<file path="src/rtl/alu_issue_pkg.sv">
// Shared definitions for the ALU issue stage: opcodes, ALU_Control layout, FSM states, payload.
// The payload carries an illegal flag only when ALU_ISSUE_ILLEGAL_EN is defined.
package alu_issue_pkg;

    localparam int XLEN_C = 32;

    localparam logic [6:0] OPC_OP     = 7'b0110011;
    localparam logic [6:0] OPC_OPIMM  = 7'b0010011;
    localparam logic [6:0] OPC_BRANCH = 7'b1100011;
    localparam logic [6:0] OPC_JAL    = 7'b1101111;
    localparam logic [6:0] OPC_JALR   = 7'b1100111;
    localparam logic [6:0] OPC_LUI    = 7'b0110111;
    localparam logic [6:0] OPC_AUIPC  = 7'b0010111;
    localparam logic [6:0] OPC_LOAD   = 7'b0000011;
    localparam logic [6:0] OPC_STORE  = 7'b0100011;

    localparam logic [1:0] CLS_BASE   = 2'b00;
    localparam logic [1:0] CLS_ALT    = 2'b01;
    localparam logic [1:0] CLS_BRANCH = 2'b10;
    localparam logic [1:0] CLS_PASS   = 2'b11;

    localparam int CTRL_MEM_BIT = 5;
    localparam int CTRL_CLS_LSB = 3;
    localparam int CTRL_F3_LSB  = 0;

    typedef enum logic [1:0] {
        ST_EMPTY = 2'd0,
        ST_ONE   = 2'd1,
        ST_FULL  = 2'd2
    } state_t;

    typedef struct packed {
        logic [5:0]        alu_ctrl;
        logic              branch_op;
        logic [XLEN_C-1:0] op_a;
        logic [XLEN_C-1:0] op_b;
        logic [XLEN_C-1:0] imm;
        logic [XLEN_C-1:0] pc;
        logic [4:0]        rd;
        logic              reg_write;
`ifdef ALU_ISSUE_ILLEGAL_EN
        logic              illegal;
`endif
    } payload_t;

    localparam int PAYLOAD_W = $bits(payload_t);

    function automatic logic [5:0] make_ctrl(input logic mem, input logic [1:0] cls,
                                             input logic [2:0] f3);
        logic [5:0] c;
        c = '0;
        c[CTRL_MEM_BIT] = mem;
        c[CTRL_CLS_LSB +: 2] = cls;
        c[CTRL_F3_LSB +: 3] = f3;
        return c;
    endfunction

endpackage

</file>
<file path="src/rtl/alu_issue_decode.sv">
// Combinational RV32I decode of one instruction plus register data into an issue payload.
// Exports the illegal flag in the payload when ALU_ISSUE_ILLEGAL_EN is defined.
module alu_issue_decode
    import alu_issue_pkg::*;
#(
    parameter logic [31:0] NOP_INSTR = 32'h0000_0013
) (
    input  logic [31:0]          instr,
    input  logic [31:0]          pc,
    input  logic [31:0]          rs1_data,
    input  logic [31:0]          rs2_data,
    output logic [PAYLOAD_W-1:0] payload
);

    logic        illegal;
    logic [31:0] word;
    logic [31:0] a_src;
    logic [31:0] b_src;
    logic [6:0]  opcode;
    logic [2:0]  f3;
    logic [31:0] imm_i, imm_s, imm_b, imm_j, imm_u;
    payload_t    p;

    always_comb begin
        case (instr[6:0])
            OPC_OP:     illegal = !(instr[31:25] == 7'b0000000 || instr[31:25] == 7'b0100000);
            OPC_OPIMM, OPC_BRANCH, OPC_JAL, OPC_JALR,
            OPC_LUI, OPC_AUIPC, OPC_LOAD, OPC_STORE:
                        illegal = 1'b0;
            default:    illegal = 1'b1;
        endcase
    end

    // Substituted NOP reads x0, so its register operands are zero rather than the raw read data.
    assign word  = illegal ? NOP_INSTR : instr;
    assign a_src = illegal ? 32'd0 : rs1_data;
    assign b_src = illegal ? 32'd0 : rs2_data;

    assign opcode = word[6:0];
    assign f3     = word[14:12];
    assign imm_i  = {{20{word[31]}}, word[31:20]};
    assign imm_s  = {{20{word[31]}}, word[31:25], word[11:7]};
    assign imm_b  = {{20{word[31]}}, word[7], word[30:25], word[11:8], 1'b0};
    assign imm_j  = {{12{word[31]}}, word[19:12], word[20], word[30:21], 1'b0};
    assign imm_u  = {word[31:12], 12'd0};

    always_comb begin
        p    = '0;
        p.pc = pc;
        p.rd = word[11:7];
        case (opcode)
            OPC_OP: begin
                p.alu_ctrl  = make_ctrl(1'b0, (word[30] && (f3 == 3'b000 || f3 == 3'b101))
                                        ? CLS_ALT : CLS_BASE, f3);
                p.op_a      = a_src;
                p.op_b      = b_src;
                p.reg_write = 1'b1;
            end
            OPC_OPIMM: begin
                p.alu_ctrl  = make_ctrl(1'b0, (f3 == 3'b101 && word[30]) ? CLS_ALT : CLS_BASE, f3);
                p.op_a      = a_src;
                p.op_b      = (f3 == 3'b001 || f3 == 3'b101) ? {27'd0, imm_i[4:0]} : imm_i;
                p.imm       = imm_i;
                p.reg_write = 1'b1;
            end
            OPC_BRANCH: begin
                p.alu_ctrl  = make_ctrl(1'b0, CLS_BRANCH, f3);
                p.branch_op = 1'b1;
                p.op_a      = a_src;
                p.op_b      = b_src;
                p.imm       = imm_b;
            end
            OPC_JAL, OPC_JALR: begin
                p.alu_ctrl  = make_ctrl(1'b0, CLS_PASS, 3'b000);
                p.op_a      = pc + 32'd4;
                p.imm       = (opcode == OPC_JAL) ? imm_j : imm_i;
                p.reg_write = 1'b1;
            end
            OPC_LUI: begin
                p.alu_ctrl  = make_ctrl(1'b0, CLS_PASS, 3'b000);
                p.op_a      = imm_u;
                p.imm       = imm_u;
                p.reg_write = 1'b1;
            end
            OPC_AUIPC: begin
                p.op_a      = pc;
                p.op_b      = imm_u;
                p.imm       = imm_u;
                p.reg_write = 1'b1;
            end
            OPC_LOAD: begin
                p.alu_ctrl  = make_ctrl(1'b1, CLS_BASE, 3'b000);
                p.op_a      = a_src;
                p.op_b      = imm_i;
                p.imm       = imm_i;
                p.reg_write = 1'b1;
            end
            OPC_STORE: begin
                p.alu_ctrl  = make_ctrl(1'b1, CLS_BASE, 3'b000);
                p.op_a      = a_src;
                p.op_b      = imm_s;
                p.imm       = imm_s;
            end
            default: p.rd = 5'd0;
        endcase
        if (p.rd == 5'd0) p.reg_write = 1'b0;
`ifdef ALU_ISSUE_ILLEGAL_EN
        p.illegal = illegal;
`endif
    end

    assign payload = p;

endmodule

</file>
<file path="src/rtl/alu_issue_stage.sv">
// Decode/issue stage with a 2-entry (main + skid) output buffer, 1 instr/cycle throughput.
// Define ALU_ISSUE_ILLEGAL_EN to add the out_illegal port.
module alu_issue_stage
    import alu_issue_pkg::*;
#(
    parameter int          XLEN      = 32,
    parameter logic [31:0] NOP_INSTR = 32'h0000_0013
) (
    input  logic            clock,
    input  logic            reset,
    input  logic            flush,
    input  logic            in_valid,
    output logic            in_ready,
    input  logic [31:0]     in_instr,
    input  logic [XLEN-1:0] in_pc,
    input  logic [XLEN-1:0] in_rs1_data,
    input  logic [XLEN-1:0] in_rs2_data,
    output logic            out_valid,
    input  logic            out_ready,
    output logic [5:0]      ALU_Control,
    output logic            branch_op,
    output logic [XLEN-1:0] operand_A,
    output logic [XLEN-1:0] operand_B,
    output logic [XLEN-1:0] out_imm,
    output logic [XLEN-1:0] out_pc,
    output logic [4:0]      out_rd,
    output logic            out_reg_write
`ifdef ALU_ISSUE_ILLEGAL_EN
    ,
    output logic            out_illegal
`endif
);

    state_t   state_q, state_d;
    payload_t dec_p0;
    payload_t main_p0;
    payload_t skid_p0;
    logic     accept, issue;
    logic     ld_main_in, ld_main_skid, ld_skid;

    alu_issue_decode #(
        .NOP_INSTR (NOP_INSTR)
    ) u_decode (
        .instr    (in_instr),
        .pc       (in_pc),
        .rs1_data (in_rs1_data),
        .rs2_data (in_rs2_data),
        .payload  (dec_p0)
    );

    assign in_ready  = (state_q != ST_FULL);
    assign out_valid = (state_q != ST_EMPTY);
    assign accept    = in_valid & in_ready;
    assign issue     = out_valid & out_ready;

    always_comb begin
        state_d      = state_q;
        ld_main_in   = 1'b0;
        ld_main_skid = 1'b0;
        ld_skid      = 1'b0;
        if (flush) begin
            state_d = ST_EMPTY;
        end else begin
            case (state_q)
                ST_EMPTY: begin
                    if (accept) begin
                        ld_main_in = 1'b1;
                        state_d    = ST_ONE;
                    end
                end
                ST_ONE: begin
                    if (accept && issue) begin
                        ld_main_in = 1'b1;
                    end else if (accept) begin
                        ld_skid = 1'b1;
                        state_d = ST_FULL;
                    end else if (issue) begin
                        state_d = ST_EMPTY;
                    end
                end
                ST_FULL: begin
                    if (issue) begin
                        ld_main_skid = 1'b1;
                        state_d      = ST_ONE;
                    end
                end
                default: state_d = ST_EMPTY;
            endcase
        end
    end

    always_ff @(posedge clock or posedge reset) begin
        if (reset) begin
            state_q <= ST_EMPTY;
        end else begin
            state_q <= state_d;
        end
    end

    // Payload registers are cleared by reset so every output reads zero while in reset.
    always_ff @(posedge clock or posedge reset) begin
        if (reset) begin
            main_p0 <= '0;
            skid_p0 <= '0;
        end else begin
            if (ld_main_in) begin
                main_p0 <= dec_p0;
            end else if (ld_main_skid) begin
                main_p0 <= skid_p0;
            end
            if (ld_skid) begin
                skid_p0 <= dec_p0;
            end
        end
    end

    assign ALU_Control   = main_p0.alu_ctrl;
    assign branch_op     = main_p0.branch_op;
    assign operand_A     = main_p0.op_a;
    assign operand_B     = main_p0.op_b;
    assign out_imm       = main_p0.imm;
    assign out_pc        = main_p0.pc;
    assign out_rd        = main_p0.rd;
    assign out_reg_write = main_p0.reg_write;
`ifdef ALU_ISSUE_ILLEGAL_EN
    assign out_illegal   = main_p0.illegal;
`endif

endmodule

</file>
<file path="config.mk">
export PLATFORM = sky130hd
export DESIGN_NAME = alu_issue_stage
export DESIGN_NICKNAME = d
export VERILOG_FILES = /design/src/rtl/alu_issue_pkg.sv /design/src/rtl/alu_issue_decode.sv /design/src/rtl/alu_issue_stage.sv
export SDC_FILE = /design/constraint.sdc
export NUM_CORES = 1
export LEC_CHECK = 0
export CORE_MARGIN = 2
export CORE_UTILIZATION = 53
export CTS_CLUSTER_DIAMETER = 100
export DETAILED_ROUTE_END_ITERATION = 8
export GPL_TIMING_DRIVEN = 0
export PLACE_DENSITY_LB_ADDON = 0.25
export RECOVER_POWER = 50
export SKIP_CTS_REPAIR_TIMING = 1
export SLEW_MARGIN = 20
export SYNTH_ARGS = -nofsm -noshare
export SYNTH_HDL_FRONTEND = slang
export SYNTH_HIERARCHICAL = 1
export SYNTH_SLANG_ARGS = --single-unit
</file>
<file path="constraint.sdc">
create_clock -name clock -period 10.9 [get_ports clock]
set_input_delay 1.635 -clock clock [delete_from_list [all_inputs] [get_ports clock]]
set_output_delay 1.635 -clock clock [all_outputs]
set_load 0.02 [all_outputs]
</file>
==> impl_metrics.tcl <==
set metrics [dict create \
    final_cell_mix "dfrtp_1 (284), clkdlybuf4s50_1 (202), a221o_1 (174)" \
    synth_mux_area_share_pct 14.4 \
    ir_drop_uv 99.3 \
    io_buffers 274 \
    startpoint "reset" \
    crit_end "out_pc[8]" \
    yosysSeqAreaShare_pct 49.5 \
    cp.depth 3 \
    relSlewSlack_pct -111 \
    dieHeight_um 169 \
    hpwlAfterDp_um 34200 \
    synth_edf_count 0 \
    core_um2 26800 \
    detail-route-antenna-nets 0 \
    worstSetupStartpointType "primary input" \
    design_area_um2 18700 \
    rr_endpoint "out_imm[20]" \
    violations "capacitance limit, slew limit" \
    synth_area_um2 14400 \
    p_leak_nw 9.12 \
    cts.htree.levels 1 \
    path_buf_inv 3 \
    grt_usage_pct 32.5 \
    reg2reg_from "state_q[1]" \
    finalSetupViolations 0 \
    slowest_stage "clkbuf_1" \
    vias 11799 \
    async_flop_share_pct 100 \
    clkLatencyLatePin_ns 0.56 \
    ys_ff_latch 284 \
    synth_flop_cell "dfrtp_1" \
    critPathKind "primary input to async pin" \
    synthAdderAreaFrac_pct 0.0871 \
    hold_path_class "flip-flop to flip-flop" \
    start_util_pct 53.6 \
    finalMaxSlewViolations 112 \
    grt_max_degree 93 \
    cap_violations 2 \
    utilization_pct 69.6 \
    tightest_slew_ns 3.17 \
    worst_setup_path_end_kind "async pin" \
    r2r_slack_ns 7.96 \
    r2r_cells 5 \
    clkTransAtPathRegs_ns 0.06 \
    max_freq_mhz 166 \
    dpl_cell_area_um2 17600 \
    cts-root-buf "clkbuf_16" \
    max_stage_delay_ns 2.32 \
    finalCriticalPeriod_ns 6.01 \
    status "finished with violations" \
    grt-ovfl-total 0 \
    setup_slack_ns 4.89 \
    cts_tree "done" \
    cts_sinks 284 \
    dr.pass1.iters 6 \
    hold_viol 0 \
    synth_nets 1312 \
    fin_worst_skew_ns 0.0147 \
    hp-start "skid_p0[84]" \
    place.gp.congestion 0.961 \
    grt_pass1_wl_um 70700 \
    die_area_um2 28400 \
    fin_crit_sh_pct 55.2 \
    avgSynthCellArea_um2 12.2 \
    clk_path_buf_depth 3 \
    area_growth_pct 29.9 \
    grt_pass1_vias 11797 \
    drt_iter0_drc 1245 \
    yosysUniqueCellTypes 62 \
    cp_cell_sequence "dlygate4sd3_1, clkinvlp_2, clkbuf_1" \
    drive_gt1_share_pct 19.3 \
    synth-xor-area-share_pct 0.853 \
    routedWlPerCell_um 25.6 \
    synth-compound-area-share_pct 17.4 \
    critPathRequiredTime_ns 10.85 \
    vias_per_cell 6.38 \
    cts_buffers 29 \
    crit_arrival_ns 5.97 \
    routed_wl_um 47300 \
    drcViolationCount 0 \
    yosysWarnings 6 \
    core.rowCount 60 \
    final_common_cell "dfrtp_1" \
    synthSimpleGateAreaFrac_pct 12.5 \
    rsz0062_at_grt "no" \
    io_pins 276 \
    nets 1620 \
    crit_family "buffers and inverters" \
    dp_slack_ns 6.22 \
    diodes 0 \
    synthCells 1178 \
    worstPathMaxFanout 60 \
    power.density_nw_per_um2 147 \
    synth_top_family_by_area "compound AO/OA/AOI/OAI gates" \
    antenna_found_initial 3 \
    dieWidth_um 169 \
]
## report_power, final
group          leakage, nW  switching (mW)  internal [mW]
sequential            3.84          0.0537           1.14
combinational         4.77           0.213          0.225
clock                0.516           0.430          0.686
## kinds of logic (layout without fill, tap and decap cells)
| kind of cell | count (synthesis) | in the layout |
|---|---|---|
| flip-flops | 284 | 284 |
| AND/OR/NAND/NOR | 305 | 305 |
| XOR/XNOR | 14 | 14 |
| multiplexers | 159 | 159 |
| buffers and inverters | 138 | 467 |
| adder cells (fa/ha/maj) | 1 | 1 |
| AO/OA/AOI/OAI | 277 | 277 |
## per-layer routing
layer	track usage (%)	part of all wire [%]	vias up
met4	11.1	3.5	2
li1	-	-	5074
met5	0	0.027	-
met1	43.3	39	5901
met2	53.1	47	709
met3	7.27	9.9	113
## sequential cells by signal (all words and copies together), names as in the netlist
name	cells
operand_B	32
operand_A	32
skid_p0	141
out_pc	32
out_reg_write	1
out_imm	32
out_rd	5
ALU_Control	6
state_q	2
branch_op	1
## area by class of cell
class                   count  area (um^2)
repair buffers            277         2800
plain buffers             125          706
clock buffers              37          806
multi-input cells         756         6510
fillers                  1928         8140
inverters                  13         50.0
well taps                 341          427
flip-flops and latches    284         7110
clock inverters            15          262
## worst min-delay path by stage
| stage | depth (start not counted) | endpoint |
|---|---|---|
| finish | 1 | skid_p0[84] |
| global placement | 1 | skid_p0[85] |
| detailed placement | 1 | skid_p0[39] |
| global route | 1 | skid_p0[46] |
| floorplan | 1 | skid_p0[102] |
| CTS | 1 | skid_p0[84] |
## worst reg2reg max path, delay by kind of cell, from the launching register on
kind	cells	cell delay [ns]
buffers and inverters	2	1.20
AND/OR/NAND/NOR	2	1.01
flip-flops	1	0.43
AO/OA/AOI/OAI	1	0.25
## per-stage QoR
stage / hold slack, ns / power, mW / TNS [ns] / cells
3_5_place_dp: 0.484 / 1.66 / 0 / 1796
6_report: 0.496 / 2.75 / 0 / 1848
2_1_floorplan: 0.470 / 1.44 / 0 / 1178
5_1_grt: 0.507 / 2.83 / 0 / 1848
3_3_place_gp: 0.478 / 1.64 / -552.19 / 1793
4_1_cts: 0.499 / 2.77 / 0 / 1848
## Yosys cell counts, types with 2 or more instances
cell type  count  share of area (%)
dfrtp_1      284                 49
xnor2_1        7               0.43
nand2b_1       2              0.087
mux2i_1       10               0.70
nor2_1        23               0.60
xor2_1         7               0.43
nor3_1         6               0.21
mux2_2        70                5.5
o221ai_1       4               0.24
nor3b_1        2               0.10
nand3_1       26               0.91
clkbuf_1      46                1.2
buf_6          9               0.71
buf_2         36                1.3
o31ai_1        5               0.26
or3b_1         2               0.12
and3_1        17               0.74
or3_1          3               0.13
a21oi_1        6               0.21
nor4_1         6               0.26
a221o_1      174                 12
inv_1         13               0.34
a31o_2         2               0.12
buf_4         33                1.7
nand4_1       17               0.74
mux2_4        79                8.3
o211ai_1       8               0.42
and4b_1        3               0.21
a21o_1        27                1.4
a31oi_1        3               0.13
nand2_1       30               0.78
o21a_1         2               0.10
a22o_1        16               0.98
and2_1       151                6.6
nor2b_1        3               0.13
o21ai_0       17               0.59
nand4b_1       3               0.18
and4bb_2       2               0.17
Power figures use the tool's default switching activity.
